<file path="config.mk">
export PLATFORM = sky130hd
export DESIGN_NAME = irq_ctrl
export DESIGN_NICKNAME = d
export VERILOG_FILES = /design/src/rtl/irq_ctrl_pkg.sv /design/src/rtl/irq_ctrl_sync_edge.sv /design/src/rtl/irq_ctrl.sv
export SDC_FILE = /design/constraint.sdc
export NUM_CORES = 1
export LEC_CHECK = 0
export ABC_AREA = 1
export BUFFER_PORTS_ARGS = -buffer_cell sky130_fd_sc_hd__buf_4
export CAP_MARGIN = 10
export CORE_ASPECT_RATIO = 0.9
export CORE_MARGIN = 5
export CORE_UTILIZATION = 44
export CTS_CLUSTER_SIZE = 20
export DETAILED_ROUTE_END_ITERATION = 10
export PLACE_DENSITY = 0.81
export SETUP_SLACK_MARGIN = 0.02
export SLEW_MARGIN = 20
export SYNTH_ARGS = -nofsm -noshare
export SYNTH_HDL_FRONTEND = slang
export SYNTH_HIERARCHICAL = 1
export SYNTH_SLANG_ARGS = --single-unit
</file>
<file path="constraint.sdc">
create_clock -name clk -period 1.45 [get_ports clk]
set_input_delay 0.3625 -clock clk [delete_from_list [all_inputs] [get_ports clk]]
set_output_delay 0.3625 -clock clk [all_outputs]
set_load 0.005 [all_outputs]
</file>
<file path="src/rtl/irq_ctrl_pkg.sv">
// rtl/irq_ctrl_pkg.sv - shared register map, bus FSM encoding and priority encoder for irq_ctrl
package irq_ctrl_pkg;

    localparam logic [1:0] REG_PEND  = 2'd0;
    localparam logic [1:0] REG_MASK  = 2'd1;
    localparam logic [1:0] REG_MODE  = 2'd2;
    localparam logic [1:0] REG_CAUSE = 2'd3;

    localparam logic [31:0] NO_CAUSE = 32'hFFFF_FFFF;

    typedef enum logic [1:0] {
        ST_IDLE     = 2'd0,
        ST_ACK      = 2'd1,
        ST_WAIT_LOW = 2'd2
    } bus_state_e;

    // Source numbering seen by software in CPU_CAUSE.
    typedef enum logic [4:0] {
        SRC_RAM     = 5'd0,
        SRC_DISK    = 5'd1,
        SRC_VRAM    = 5'd2,
        SRC_KBD     = 5'd3,
        SRC_COUNTER = 5'd4,
        SRC_SWITCH  = 5'd5
    } irq_src_e;

    // Lowest set bit wins; an empty vector encodes as 0.
    function automatic logic [31:0] lowest_index(input logic [31:0] vec);
        logic [31:0] idx;
        idx = 32'd0;
        for (int i = 31; i >= 0; i--) begin
            if (vec[i]) idx = 32'(i);
        end
        return idx;
    endfunction

endpackage

</file>
<file path="src/rtl/irq_ctrl_sync_edge.sv">
// rtl/irq_ctrl_sync_edge.sv - per-source synchroniser chain with rising-edge detect
module irq_sync_edge #(
    parameter int SYNC_STAGES = 2
) (
    input  logic clk,
    input  logic rstn,
    input  logic async_in,
    output logic level,
    output logic rise
);

    logic [SYNC_STAGES-1:0] sync_q;
    logic                   prev_q;

    always_ff @(posedge clk or negedge rstn) begin
        if (!rstn) begin
            sync_q <= '0;
            prev_q <= 1'b0;
        end else begin
            sync_q <= {sync_q[SYNC_STAGES-2:0], async_in};
            prev_q <= sync_q[SYNC_STAGES-1];
        end
    end

    assign level = sync_q[SYNC_STAGES-1];
    assign rise  = level & ~prev_q;

endmodule

</file>
<file path="src/rtl/irq_ctrl.sv">
// rtl/irq_ctrl.sv - Wishbone-slave interrupt controller with per-source edge/level latching and masking
module irq_ctrl
    import irq_ctrl_pkg::*;
#(
    parameter int N_SRC       = 6,
    parameter int SYNC_STAGES = 2
) (
    input  logic             clk,
    input  logic             rstn,
    input  logic [N_SRC-1:0] src_irq,
    input  logic             STB,
    input  logic             WE,
    input  logic [31:0]      ADDR,
    input  logic [31:0]      DAT_I,
    output logic [31:0]      DAT_O,
    output logic             ACK,
    output logic             CPU_INT,
    output logic [31:0]      CPU_CAUSE
);

    bus_state_e       state;
    logic [N_SRC-1:0] s_lvl, s_rise;
    logic [N_SRC-1:0] pend_q, mask_q, mode_q;
    logic [N_SRC-1:0] pend_clr, pend_next, active;
    logic [N_SRC-1:0] wr_data;
    logic [1:0]       reg_sel;
    logic             bus_go, wr_go;
    logic [31:0]      rd_data;
    logic             unused_bus;

    for (genvar i = 0; i < N_SRC; i++) begin : g_src
        irq_sync_edge #(.SYNC_STAGES(SYNC_STAGES)) u_sync (
            .clk      (clk),
            .rstn     (rstn),
            .async_in (src_irq[i]),
            .level    (s_lvl[i]),
            .rise     (s_rise[i])
        );
    end

    assign reg_sel    = ADDR[3:2];
    assign wr_data    = DAT_I[N_SRC-1:0];
    assign bus_go     = (state == ST_IDLE) && STB;
    assign wr_go      = bus_go && WE;
    assign unused_bus = ^{ADDR[31:4], ADDR[1:0], DAT_I};

    // A new edge beats a same-cycle software clear so no request is lost.
    assign pend_clr  = (wr_go && reg_sel == REG_PEND) ? wr_data : '0;
    assign pend_next = (mode_q & ((pend_q & ~pend_clr) | s_rise)) | (~mode_q & s_lvl);
    assign active    = pend_q & mask_q;

    always_comb begin
        rd_data = '0;
        case (reg_sel)
            REG_PEND:  rd_data = 32'(pend_q);
            REG_MASK:  rd_data = 32'(mask_q);
            REG_MODE:  rd_data = 32'(mode_q);
            REG_CAUSE: rd_data = CPU_INT ? CPU_CAUSE : NO_CAUSE;
            default:   rd_data = '0;
        endcase
    end

    always_ff @(posedge clk or negedge rstn) begin
        if (!rstn) begin
            pend_q    <= '0;
            mask_q    <= '0;
            mode_q    <= '0;
            CPU_INT   <= 1'b0;
            CPU_CAUSE <= '0;
        end else begin
            pend_q    <= pend_next;
            CPU_INT   <= |active;
            CPU_CAUSE <= lowest_index(32'(active));
            if (wr_go && reg_sel == REG_MASK) mask_q <= wr_data;
            if (wr_go && reg_sel == REG_MODE) mode_q <= wr_data;
        end
    end

    // WAIT_LOW absorbs a strobe held across a multi-cycle CPU state.
    always_ff @(posedge clk or negedge rstn) begin
        if (!rstn) begin
            state <= ST_IDLE;
            ACK   <= 1'b0;
            DAT_O <= '0;
        end else begin
            case (state)
                ST_IDLE: begin
                    if (STB) begin
                        state <= ST_ACK;
                        ACK   <= 1'b1;
                        DAT_O <= rd_data;
                    end
                end
                ST_ACK: begin
                    state <= ST_WAIT_LOW;
                    ACK   <= 1'b0;
                    DAT_O <= '0;
                end
                ST_WAIT_LOW: begin
                    if (!STB) state <= ST_IDLE;
                end
                default: begin
                    state <= ST_IDLE;
                    ACK   <= 1'b0;
                    DAT_O <= '0;
                end
            endcase
        end
    end

endmodule

</file>
== Word level (Yosys, flattened, before mapping) ==
Cells that the tools add are included.

* Bits in registers: 104
* Input bits: 74
* Output and inout bits: 66
* Word-level logic and storage cells: 74

* Equality and inequality tests: 7
* Muxes and demuxes: 16
* Bitwise operators: 21
* Reductions and logical operators: 10

{| class="wikitable"
|+ Operators with widths
! cell !! count
|-
| $mux W32 || 7
|-
| $pmux W32 S4 || 1
|-
| $pmux W32 S2 || 1
|-
| $and A6 B6 Y6 || 4
|-
| $not A6 Y6 || 2
|-
| $or A6 B6 Y6 || 2
|-
| $not A1 Y1 || 7
|-
| $and A1 B1 Y1 || 6
|-
| $eq A2 B2 Y1 const B || 3
|-
| $mux W6 || 1
|-
| $pmux W2 S3 || 1
|-
| $reduce_or A6 Y1 || 1
|-
| $logic_and A1 B1 Y1 || 5
|-
| $eq A2 B1 Y1 const B || 2
|-
| $logic_not A2 Y1 || 2
|-
| $mux W2 || 2
|-
| $ne A2 B2 Y1 const B || 2
|-
| $reduce_and A2 Y1 || 2
|-
| $mux W3 || 1
|-
| $pmux W1 S2 || 1
|-
| $mux W1 || 1
|}

== Depth between registers and ports, before layout ==
* Depth after elaboration: 10
* Mapped depth: 7
* Depth with buffers taken out: 7

== Modules after synthesis ==
Netlist, hierarchy kept.

{| class="wikitable"
|+ Modules (own cells, without submodules)
! module !! instances !! cells each !! area each (µm²) !! sequential area each (µm²)
|-
| irq_ctrl || 1 || 244 || 2019.4 || 800.8
|-
| irq_sync_edge || 6 || 5 || 85.1 || 75.1
|}

== Least setup slack after synthesis ==
Ideal clock, no wire load.

* Kind: flip-flop to output port
* From: reg, netlist name DAT_O[30]
* To: out DAT_O[10]
* Arrival: 0.922 ns
* Required time: 1.087 ns
* Setup slack: 0.166 ns
* Stages on the path, launching flop included: 2
* Path buffers: 1
* Cells stage by stage: dfrtp_1 > buf_4

{| class="wikitable"
|+ RTL lines
! what !! RTL line !! source
|-
| to (decl) || irq_ctrl.sv:15 || <nowiki>output logic [31:0] DAT_O,</nowiki>
|}

==> metrics.cfg <==
[layout]
fin_util=0.5058
num-fill-cells=536
drive_above_1_share=0.3429
diodes=0
synthToLayoutAreaGrowth_pct=12.51
fin_nets=385

[critical_path]
crit_type=register to output port
rrSetupSlack_ns=0.24
crit_family=flip-flops
critical_path_arrival_ns=1.08
startpoint_type=register
worstPathRequired_ns=1.09
crit_fanout=27
cp-end-kind=output port
slowest_stage=dfrtp_4
max_stage_delay_ns=0.60
crit_chain=buf_4
cp_num_buf_inv=1

[sta]
skew_ns=0.005964
setup_viol=0
finalCritPeriodShare=0.9935
hold_violations=0
min_period_ns=1.441
rsz0062_at_grt=yes
fmax_mhz=694.2
slew_viol_final=0

[die]
rows=26
die-area_sq_um=7368
initial_core_util=0.4495
die_w_um=89.93
num_io_pins=140
core_area_sq_um=5628
die_y_um=81.94

[grt]
antenna_found_initial=0
grt_pass1_wl_um=7838
overflow=0
grt_max_degree=35
gr-usage-all-layers=0.1342
first_global_vias=1681

[cts]
cts_tree=built
post-cts-setup-buffers=0
htreeDepth=2
clk_pin_slew_ns=0.09
cts-root-buf=clkbuf_8
insertion_delay_ns=0.30
clock_path_buffers=2
numCtsBuffers=5
cts_num_sinks=50

[power]
p_switching_uw=1629
combPwrFrac=0.337
total_power_uw=4584
p_leak_uw=0.001500
powerDensity_nw_per_um2=1610
swShare=0.3553
p_int_uw=2955
clock_power_share=0.181
p_seq_frac=0.482
vdd_ir_drop_max_uv=915.3

[logic_synthesis]
async_flop_share=1.000
synth-main-ff-cell=dfrtp_1
synth-seq-area-share=0.4946
synth-seq-cells=50
synthCells=274
synth_cell_type_count=25
syn_area_sq_um=2530
synth_edf_count=0
yosys_warnings=6
postSynthAreaPerCell_sq_um=9.233

[detailed_routing]
viasPerCell=4.579
drt_pass1_iterations=4
wire_per_inst_um=12.46
antenna_left=0
post-route-drc-count=0
num_vias=1749
wl_um=4759
drtIter0Drc=124

[worst_hold_path]
hold_class=input pin to register

[outcome]
status=finished clean

[placed_design]
place.gp.congestion=0.8814
dpl.hpwl_um=3717
portBuffers=54

[flow_run]
maxCapViolCount=0

## placed cells by master, fill, tap and decap left out, types with 2 or more instances in the layout
master | netlist | final
inv_2 | 5 | 5
nor2_4 | 2 | 2
clkbuf_8 | 0 | 6
nor2_1 | 22 | 22
o21ai_2 | 13 | 13
o211ai_1 | 3 | 3
nand2_2 | 10 | 10
a21oi_1 | 8 | 8
nor2_2 | 6 | 6
nand4_1 | 6 | 6
o21ai_1 | 5 | 5
conb_1 | 1 | 29
dfrtp_1 | 50 | 49
inv_1 | 23 | 23
buf_4 | 55 | 58
nand3_1 | 3 | 3
o21ai_0 | 10 | 10
nand2_1 | 43 | 43
## per-layer routing
| layer | vias to the layer above | share of wire | GRT usage |
|---|---|---|---|
| li1 | 845 | - | - |
| met1 | 809 | 0.41 | 0.1502 |
| met2 | 86 | 0.46 | 0.2200 |
| met3 | 9 | 0.11 | 0.05769 |
| met4 | 0 | 0.017 | 0.07143 |
| met5 | - | 0 | 0 |
## worst paths after layout
check                                                from                   endpoint  cells after the start
worst min register to register  g_src[4].u_sync/sync_q[0]  g_src[4].u_sync/sync_q[1]                      0
worst min-delay path                           src_irq[1]  g_src[1].u_sync/sync_q[0]                      1
worst max register to register                   state[1]                  mask_q[5]                      7
min in group asynchronous                            rstn  g_src[3].u_sync/sync_q[0]                      2
max in group asynchronous                            rstn                  DAT_O[30]                      3
worst max-delay path                            DAT_O[30]                   DAT_O[6]                      1
## cell usage after synthesis (5+ instances only)
| cell type | number | area share |
|---|---|---|
| nor2_2 | 6 | 0.015 |
| buf_4 | 55 | 0.16 |
| o21ai_2 | 13 | 0.045 |
| a21oi_1 | 8 | 0.016 |
| nand2_2 | 10 | 0.025 |
| inv_2 | 5 | 0.0074 |
| o21ai_1 | 5 | 0.0099 |
| inv_1 | 23 | 0.034 |
| nor2_1 | 22 | 0.033 |
| nand2_1 | 43 | 0.064 |
| nand4_1 | 6 | 0.015 |
| o21ai_0 | 10 | 0.020 |
| dfrtp_1 | 50 | 0.49 |
## kinds of logic (layout without fill, tap and decap cells)
family / count (synthesis) / in the layout / synth area share
AO/OA/AOI/OAI: 40 / 40 / 0.1024
buffers and inverters: 87 / 97 / 0.2171
flip-flops: 50 / 50 / 0.4946
other: 1 / 29 / 0.001482
AND/OR/NAND/NOR: 96 / 96 / 0.1845
## registers in the layout, indices dropped and copies added, names as in the netlist, 2 cells and up
name and count:
DAT_O 7, CPU_CAUSE 3, state 2, mode_q 6
pend_q 6, g_src.u_sync/sync_q 12, mask_q 6, g_src.u_sync/prev_q 6
## layout make-up
type	instances	area (sq um)	share of cell area
timing repair buffer	60	465.4	0.1635
clock inverter	2	12.51	0.004396
multi-input combinational	165	834.6	0.2932
tap	70	87.58	0.03077
inverter	29	108.9	0.03824
sequential	50	1255	0.4409
clock buffer	6	82.58	0.02901
## per-stage QoR
| step | worst slack (ns) | setup TNS, ns | hold WS (ns) | instance area [sq um] | cells |
|---|---|---|---|---|---|
| final | 0.009469 | 0 | 0.1587 | 2846 | 382 |
| after global routing | -0.03422 | -0.8115 | 0.1387 | 2846 | 382 |
| after CTS | -0.01237 | -0.2631 | 0.1428 | 2846 | 382 |
| after detailed placement | 0.04449 | 0 | 0.2387 | 2738 | 373 |
| after global placement | 0.08057 | 0 | 0.2406 | 2738 | 373 |
| after floorplan | 0.1655 | 0 | 0.06691 | 2635 | 302 |
## power groups by stage
stage / Sequential (uW) / Combinational, uW / Clock, uW
finish: 2210 / 1550 / 829
global route: 2270 / 1790 / 914
CTS: 2210 / 1570 / 866
detailed placement: 2230 / 1570 / 0
global placement: 2210 / 1520 / 0
floorplan: 2150 / 1110 / 0
## repair_timing
item                       in CTS  in global routing
pin swaps                       0                  0
gates resized for setup         2                  0
setup endpoints to repair      26                 26
hold endpoints to repair       16                  0
hold buffers                    1                  0
Note: power is estimated with default switching activity, not from simulation.
